<file path="config.mk">
export PLATFORM = sky130hd
export DESIGN_NAME = vga_board_scanner
export DESIGN_NICKNAME = d
export VERILOG_FILES = /design/src/rtl/vga_board_scanner.sv
export SDC_FILE = /design/constraint.sdc
export NUM_CORES = 1
export LEC_CHECK = 0
export BUFFER_PORTS_ARGS = -buffer_cell sky130_fd_sc_hd__buf_2
export CORE_MARGIN = 10
export CORE_UTILIZATION = 59
export DETAILED_ROUTE_END_ITERATION = 6
export PLACE_DENSITY = 0.81
export SLEW_MARGIN = 10
export SYNTH_ARGS = -nofsm -noshare
export SYNTH_HDL_FRONTEND = slang
export SYNTH_SLANG_ARGS = --single-unit
</file>
<file path="constraint.sdc">
create_clock -name clk -period 4.6 [get_ports clk]
set_input_delay 0.23 -clock clk [delete_from_list [all_inputs] [get_ports clk]]
set_output_delay 0.23 -clock clk [all_outputs]
set_load 0.005 [all_outputs]
</file>
<file path="src/rtl/vga_board_scanner.sv">
// VGA raster scanner drawing a BOARD_N x BOARD_N cell board from a synchronous cell RAM.
// One pixel tick of latency on sync/de/rgb; free-running raster, no backpressure.
module vga_board_scanner #(
    parameter int   CLK_DIV   = 2,
    parameter int   H_ACTIVE  = 640,
    parameter int   H_FP      = 16,
    parameter int   H_SYNC    = 96,
    parameter int   H_BP      = 48,
    parameter int   V_ACTIVE  = 480,
    parameter int   V_FP      = 10,
    parameter int   V_SYNC    = 2,
    parameter int   V_BP      = 33,
    parameter logic SYNC_POL  = 1'b0,
    parameter int   BOARD_N   = 14,
    parameter int   CELL_LOG2 = 5,
    parameter int   GRID_W    = 2,
    parameter int   ORG_X     = 95,
    parameter int   ORG_Y     = 15
) (
    input  logic                               clk,
    input  logic                               rst_n,
    output logic [$clog2(BOARD_N*BOARD_N)-1:0] vram_addr,
    input  logic [5:0]                         vram_q,
    output logic                               hsync,
    output logic                               vsync,
    output logic                               de,
    output logic [11:0]                        rgb_out,
    output logic                               frame_start
);
    localparam int H_TOTAL   = H_ACTIVE + H_FP + H_SYNC + H_BP;
    localparam int V_TOTAL   = V_ACTIVE + V_FP + V_SYNC + V_BP;
    localparam int HW        = $clog2(H_TOTAL);
    localparam int VW        = $clog2(V_TOTAL);
    localparam int DW        = $clog2(CLK_DIV);
    localparam int AW        = $clog2(BOARD_N * BOARD_N);
    localparam int PITCH     = 1 << CELL_LOG2;
    localparam int BOARD_PX  = BOARD_N * PITCH;
    localparam int BOARD_END = BOARD_PX + GRID_W;

    logic [DW-1:0] div_q, div_d;
    logic [HW-1:0] hcount_q, hcount_d;
    logic [VW-1:0] vcount_q, vcount_d;
    logic          hsync_q, vsync_q, de_q, frame_start_q;
    logic [11:0]   rgb_q, rgb_d;
    logic          pix_en, h_wrap, v_wrap;
    logic [31:0]   hx, vy, dx, dy, col_raw, row_raw, col, row;
    logic          active, in_board, grid, hs_act, vs_act;
    logic          unused_vram_bits;

    assign unused_vram_bits = ^{vram_q[4:3], vram_q[1:0]};

    assign pix_en   = (div_q == DW'(CLK_DIV - 1));
    assign div_d    = pix_en ? '0 : div_q + 1'b1;

    assign hx       = 32'(hcount_q);
    assign vy       = 32'(vcount_q);
    assign h_wrap   = (hx == H_TOTAL - 1);
    assign v_wrap   = (vy == V_TOTAL - 1);
    assign hcount_d = h_wrap ? '0 : hcount_q + 1'b1;
    assign vcount_d = !h_wrap ? vcount_q : (v_wrap ? '0 : vcount_q + 1'b1);

    assign active   = (hx < H_ACTIVE) && (vy < V_ACTIVE);
    assign hs_act   = (hx >= H_ACTIVE + H_FP) && (hx < H_ACTIVE + H_FP + H_SYNC);
    assign vs_act   = (vy >= V_ACTIVE + V_FP) && (vy < V_ACTIVE + V_FP + V_SYNC);

    // Offsets wrap to huge values left/above the origin; only used once in_board holds.
    assign dx       = hx - 32'(ORG_X);
    assign dy       = vy - 32'(ORG_Y);
    assign in_board = active && (hx >= ORG_X) && (hx < ORG_X + BOARD_END)
                             && (vy >= ORG_Y) && (vy < ORG_Y + BOARD_END);
    assign col_raw  = dx >> CELL_LOG2;
    assign row_raw  = dy >> CELL_LOG2;
    assign col      = (col_raw > BOARD_N - 1) ? 32'(BOARD_N - 1) : col_raw;
    assign row      = (row_raw > BOARD_N - 1) ? 32'(BOARD_N - 1) : row_raw;
    assign grid     = ((dx & 32'(PITCH - 1)) < GRID_W) || ((dy & 32'(PITCH - 1)) < GRID_W)
                   || (dx >= BOARD_PX) || (dy >= BOARD_PX);

    // Counters only move on pix_en, so the address is stable for the whole tick and
    // the RAM answer is back before the next tick registers this pixel's colour.
    assign vram_addr = in_board ? AW'(row * BOARD_N + col) : '0;

    always_comb begin
        rgb_d = 12'h000;
        if (!active)        rgb_d = 12'h000;
        else if (!in_board) rgb_d = 12'heee;
        else if (grid)      rgb_d = 12'hccc;
        else if (vram_q[5]) rgb_d = 12'hf70;
        else if (vram_q[2]) rgb_d = 12'h70f;
        else                rgb_d = 12'hddd;
    end

    always_ff @(posedge clk or negedge rst_n) begin
        if (!rst_n) begin
            div_q         <= '0;
            hcount_q      <= '0;
            vcount_q      <= '0;
            hsync_q       <= ~SYNC_POL;
            vsync_q       <= ~SYNC_POL;
            de_q          <= 1'b0;
            rgb_q         <= 12'h000;
            frame_start_q <= 1'b0;
        end else begin
            div_q         <= div_d;
            frame_start_q <= pix_en && (hx == 0) && (vy == 0);
            if (pix_en) begin
                hcount_q <= hcount_d;
                vcount_q <= vcount_d;
                hsync_q  <= hs_act ? SYNC_POL : ~SYNC_POL;
                vsync_q  <= vs_act ? SYNC_POL : ~SYNC_POL;
                de_q     <= active;
                rgb_q    <= rgb_d;
            end
        end
    end

    assign hsync       = hsync_q;
    assign vsync       = vsync_q;
    assign de          = de_q;
    assign rgb_out     = rgb_q;
    assign frame_start = frame_start_q;
endmodule

</file>
# Word-level counts from Yosys, hierarchy flattened
# Index checks and enable logic that the tools add are counted.
# classes
n_addsub,6
multipliers,1
magnitude_cmp,16
n_eq_ne,2
n_mux,13
reduce_logical,15
# ops
op,count
$ge 32x9->1 const B,2
$logic_not 32->1,2
$mux 12,5
$gt 27x4->1 const B,2
$lt 10x10->1 const B,3
$lt 10x9->1 const B,3
$mul 27x3->7 const B,1
$mux 27,1
$add 10x1->10 const B,2
$eq 10x10->1 const B,2
$mux 10,2
$mux 8,2
$sub 10x4->11 const B,1
$sub 10x7->11 const B,1
$ge 10x10->1 const B,1
$ge 10x4->1 const B,1
$ge 10x7->1 const B,1
$ge 10x9->1 const B,1
$lt 5x2->1 const B,2
$logic_and 1x1->1,9
$add 8x8->8,1
$logic_or 1x1->1,3
$mux 1,3
$reduce_and 2->1,1
$add 1x1->1 const B,1
# word_totals
regBits,37
input_bits,8
word_cells,61

# Depth between registers and ports, before layout
# depth
word_depth,8
ltp_mapped,18
depth_no_buf,17

# Worst setup path after synthesis
# No wires, ideal clock.
# synth_timing
path_type,register to output
start,register vcount_q[0]
end,output vram_addr[7]
arrival_ps,3605
path_slack_ps,765
path_stages_with_launch,19
path_cell_list,dfrtp_1 -> ha_1 -> clkbuf_2 -> a311o_1 -> and4_1 -> nor3_1 -> and2_1 -> nand2_1 -> ha_1 -> ha_1 -> inv_1 -> fa_1 -> inv_1 -> ha_1 -> o21ai_0 -> a21oi_1 -> o21ai_0 -> xnor2_1 -> nor2_1
# synth_between
elab_chain_cells,7
elab_cells_between_ends,14
# synth_rtl
item,line_no,text
from (decl),42,"logic [VW-1:0] vcount_q, vcount_d;"
from (signal assigned),107,vcount_q <= vcount_d;
"parallel branches: the longest is 6 deep, another holds $gt 27x4->1",n/a,
$mux 8 (*),80,assign vram_addr = in_board ? AW'(row * BOARD_N + col) : '0;
to (decl),22,"output logic [$clog2(BOARD_N*BOARD_N)-1:0] vram_addr,"
# Every way passes the cells marked *.

# Worst setup path after layout
# layout_timing
start,register vcount_q[0]
end,output vram_addr[6]
# Same word-level chain as after synthesis.

==> results_dict.tcl <==
set metrics [dict create \
    status "completed" \
    cp_max_fo 8 \
    clock_latency_ps 290 \
    n_fill_cell 366 \
    ys_seq_area_share_pct 31.0 \
    fin_crit_sh_pct 95.5 \
    crit_arrival_ps 4160 \
    dr.first_iter.drc_count 199 \
    clock_skew_ps 5.54 \
    cts_root_buffer "clkbuf_8" \
    antenna_found_initial 0 \
    routed_wl_um 5950 \
    die_w_um 88.3 \
    num_rows 24 \
    area_growth_pct 7.78 \
    rsz0062_at_grt "false" \
    numCtsBuffers 5 \
    cts_max_path_buffers 2 \
    fin_nets 375 \
    synth_ff_type "dfrtp_1" \
    firstDrtPassIters 4 \
    vias_per_cell 6.01 \
    ir_drop_mv 0.185 \
    dp_hpwl_um 4320 \
    syn_inst 333 \
    end_kind "primary output" \
    setup_viol 0 \
    first_global_vias 2324 \
    final_cell_mix "nand2_1 (33), dfrtp_1 (29), buf_2 (27)" \
    clk_pin_slew_ps 80 \
    ys_types 56 \
    routedWlPerCell_um 14.9 \
    synth.avg_cell_area_sq_um 8.26 \
    fmax_ghz 0.228 \
    grt_overflow 0 \
    synth-seq-cells 34 \
    initial_core_util_pct 61.9 \
    placed_cells 391 \
    tightest_slew_ps 816 \
    final-max-slew-violation-count 0 \
    design_power_total_uw 564 \
    cts_tree "done" \
    slew_headroom_pct 45.0 \
    antenna_cells 0 \
    htreeDepth 2 \
    io_buffers 27 \
    syn_area_sq_mm 0.00275 \
    core_area_sq_mm 0.00444 \
    drtAntennaViolNets 0 \
    drc 0 \
    p_leak_nw 1.27 \
    cap_violations 0 \
    hold_violations 0 \
    die_h_um 88.3 \
    synth_warnings 0 \
    cts.sinks 34 \
    startpoint_type "register" \
    ios 32 \
    grt_pass1_wl_um 10500 \
    grt_max_degree 35 \
    tns_ps 0 \
    dieArea_sq_mm 0.00780 \
    drive_gt1_share_pct 15.3 \
    min_path_type "input port to asynchronous set/reset pin" \
    gp_congestion 0.886 \
    final_common_cell "nand2_1" \
    min_period_ps 4390 \
    power_density_mw_per_mm2 190 \
    fin_cells 399 \
    grtUsageTotal_pct 16.3 \
    synthArstFlopShare_pct 100 \
    synth-edff-count 0 \
    criticalPathCategory "register to primary output" \
    num_vias 2399 \
    hold_buffers 0 \
    crit_required_ps 4370 \
]
## worst paths after layout
check / from / end / slack [ps] / cells after the start
worst max register to register: vcount_q[3] / rgb_out[7] / 1740 / 6
max in group asynchronous: rst_n / vcount_q[2] / 4070 / 1
worst min-delay path: rst_n / hcount_q[4] / 3 / 1
worst max-delay path: vcount_q[0] / vram_addr[6] / 210 / 18
worst min register to register: rgb_out[4] / rgb_out[4] / 490 / 1
min in group clk: vram_q[5] / rgb_out[0] / 200 / 2
## state kept, by name, summed over array words and instances, names as in the netlist
register and count:
rgb_out 10, vsync 1, hsync 1, hcount_q 10, vcount_q 10, div_q 1, frame_start 1
## final cells by class
class	instances	area, sq um	share of cell area (%)
clock inverters	2	12.5	0.422
repair buffers	28	143	4.81
clock buffers	6	82.6	2.78
well taps	52	65.1	2.19
inverters	21	78.8	2.66
multi-input cells	256	1730	58.2
flip-flops and latches	34	857	28.9
## layer usage
| metal | part of all wire, % | track usage [%] | up-vias | routed length (um) |
|---|---|---|---|---|
| met3 | 5.8 | 3.68 | 4 | 347 |
| met2 | 48 | 26.3 | 53 | 2830 |
| met1 | 46 | 21.3 | 1138 | 2730 |
| met5 | 0 | 0 | - | 0 |
| met4 | 0.67 | 4.41 | 0 | 40 |
| li1 | - | - | 1204 | - |
## worst max-delay path, cell delays in order, from the launching register on
cell and delay [ps]:
dfrtp_2 470, ha_4 210, a311o_1 430, and4_1 240, nor3_2 190, and2_4 190
nand2_1 80, ha_1 310, ha_1 160, inv_1 60, fa_1 480, inv_1 40
ha_1 290, inv_1 90, o21ai_0 90, a21oi_1 170, xor2_1 170, nor2_1 50
buf_2 140
## stage by stage
step | area (sq um) | utilization (%) | setup slack, ps | hold slack, ps
2_1_floorplan | 2770 | - | 765 | -65.6
3_3_place_gp | 2850 | 64.0 | 448 | 334
3_5_place_dp | 2850 | 64.0 | 315 | 340
4_1_cts | 2940 | 66.2 | 63.6 | 30.1
5_1_grt | 2970 | 66.7 | 1.90 | 47.2
6_report | 2970 | 66.7 | 209 | 2.64
## cell usage after synthesis, types with 5 or more instances
cell type | n | area share (%)
nand2_1 | 33 | 4.5
dfrtp_1 | 32 | 29
nor2_1 | 26 | 3.5
inv_1 | 21 | 2.9
o21ai_0 | 20 | 3.6
ha_1 | 18 | 8.2
clkbuf_1 | 16 | 2.2
xnor2_1 | 16 | 5.1
a21oi_1 | 14 | 2.5
nand3_1 | 13 | 2.4
nor3_1 | 10 | 1.8
xor2_1 | 9 | 2.9
nand4_1 | 7 | 1.6
a21o_1 | 6 | 1.6
o31ai_1 | 6 | 1.6
or2_2 | 6 | 1.4
and3_1 | 5 | 1.1
and4_1 | 5 | 1.6
buf_4 | 5 | 1.4
## power by group
part / switching, mW / total [mW] / internal (mW)
Clock: 0.116 / 0.236 / 0.120
Combinational: 0.0177 / 0.0288 / 0.0110
Sequential: 0 / 0.299 / 0.299
## kinds of logic (layout without fill, tap and decap cells)
logic type | count (synthesis) | count (layout) | share of synthesized area (%)
simple gates | 129 | 129 | 24.3
compound gates | 75 | 75 | 18.4
buf+inv | 47 | 57 | 7.50
flops | 34 | 34 | 31.0
xor+xnor | 25 | 25 | 7.96
fa+ha+maj | 21 | 21 | 10.4
other cells | 1 | 5 | 0.136
mux | 1 | 1 | 0.364
## repair_timing
action                     4_1_cts  5_1_grt
buffers inserted                 0        0
pin swaps                        0        1
gates resized for setup          1        9
setup endpoints to repair        1        2
No activity file was read; power rests on OpenSTA's default activity.
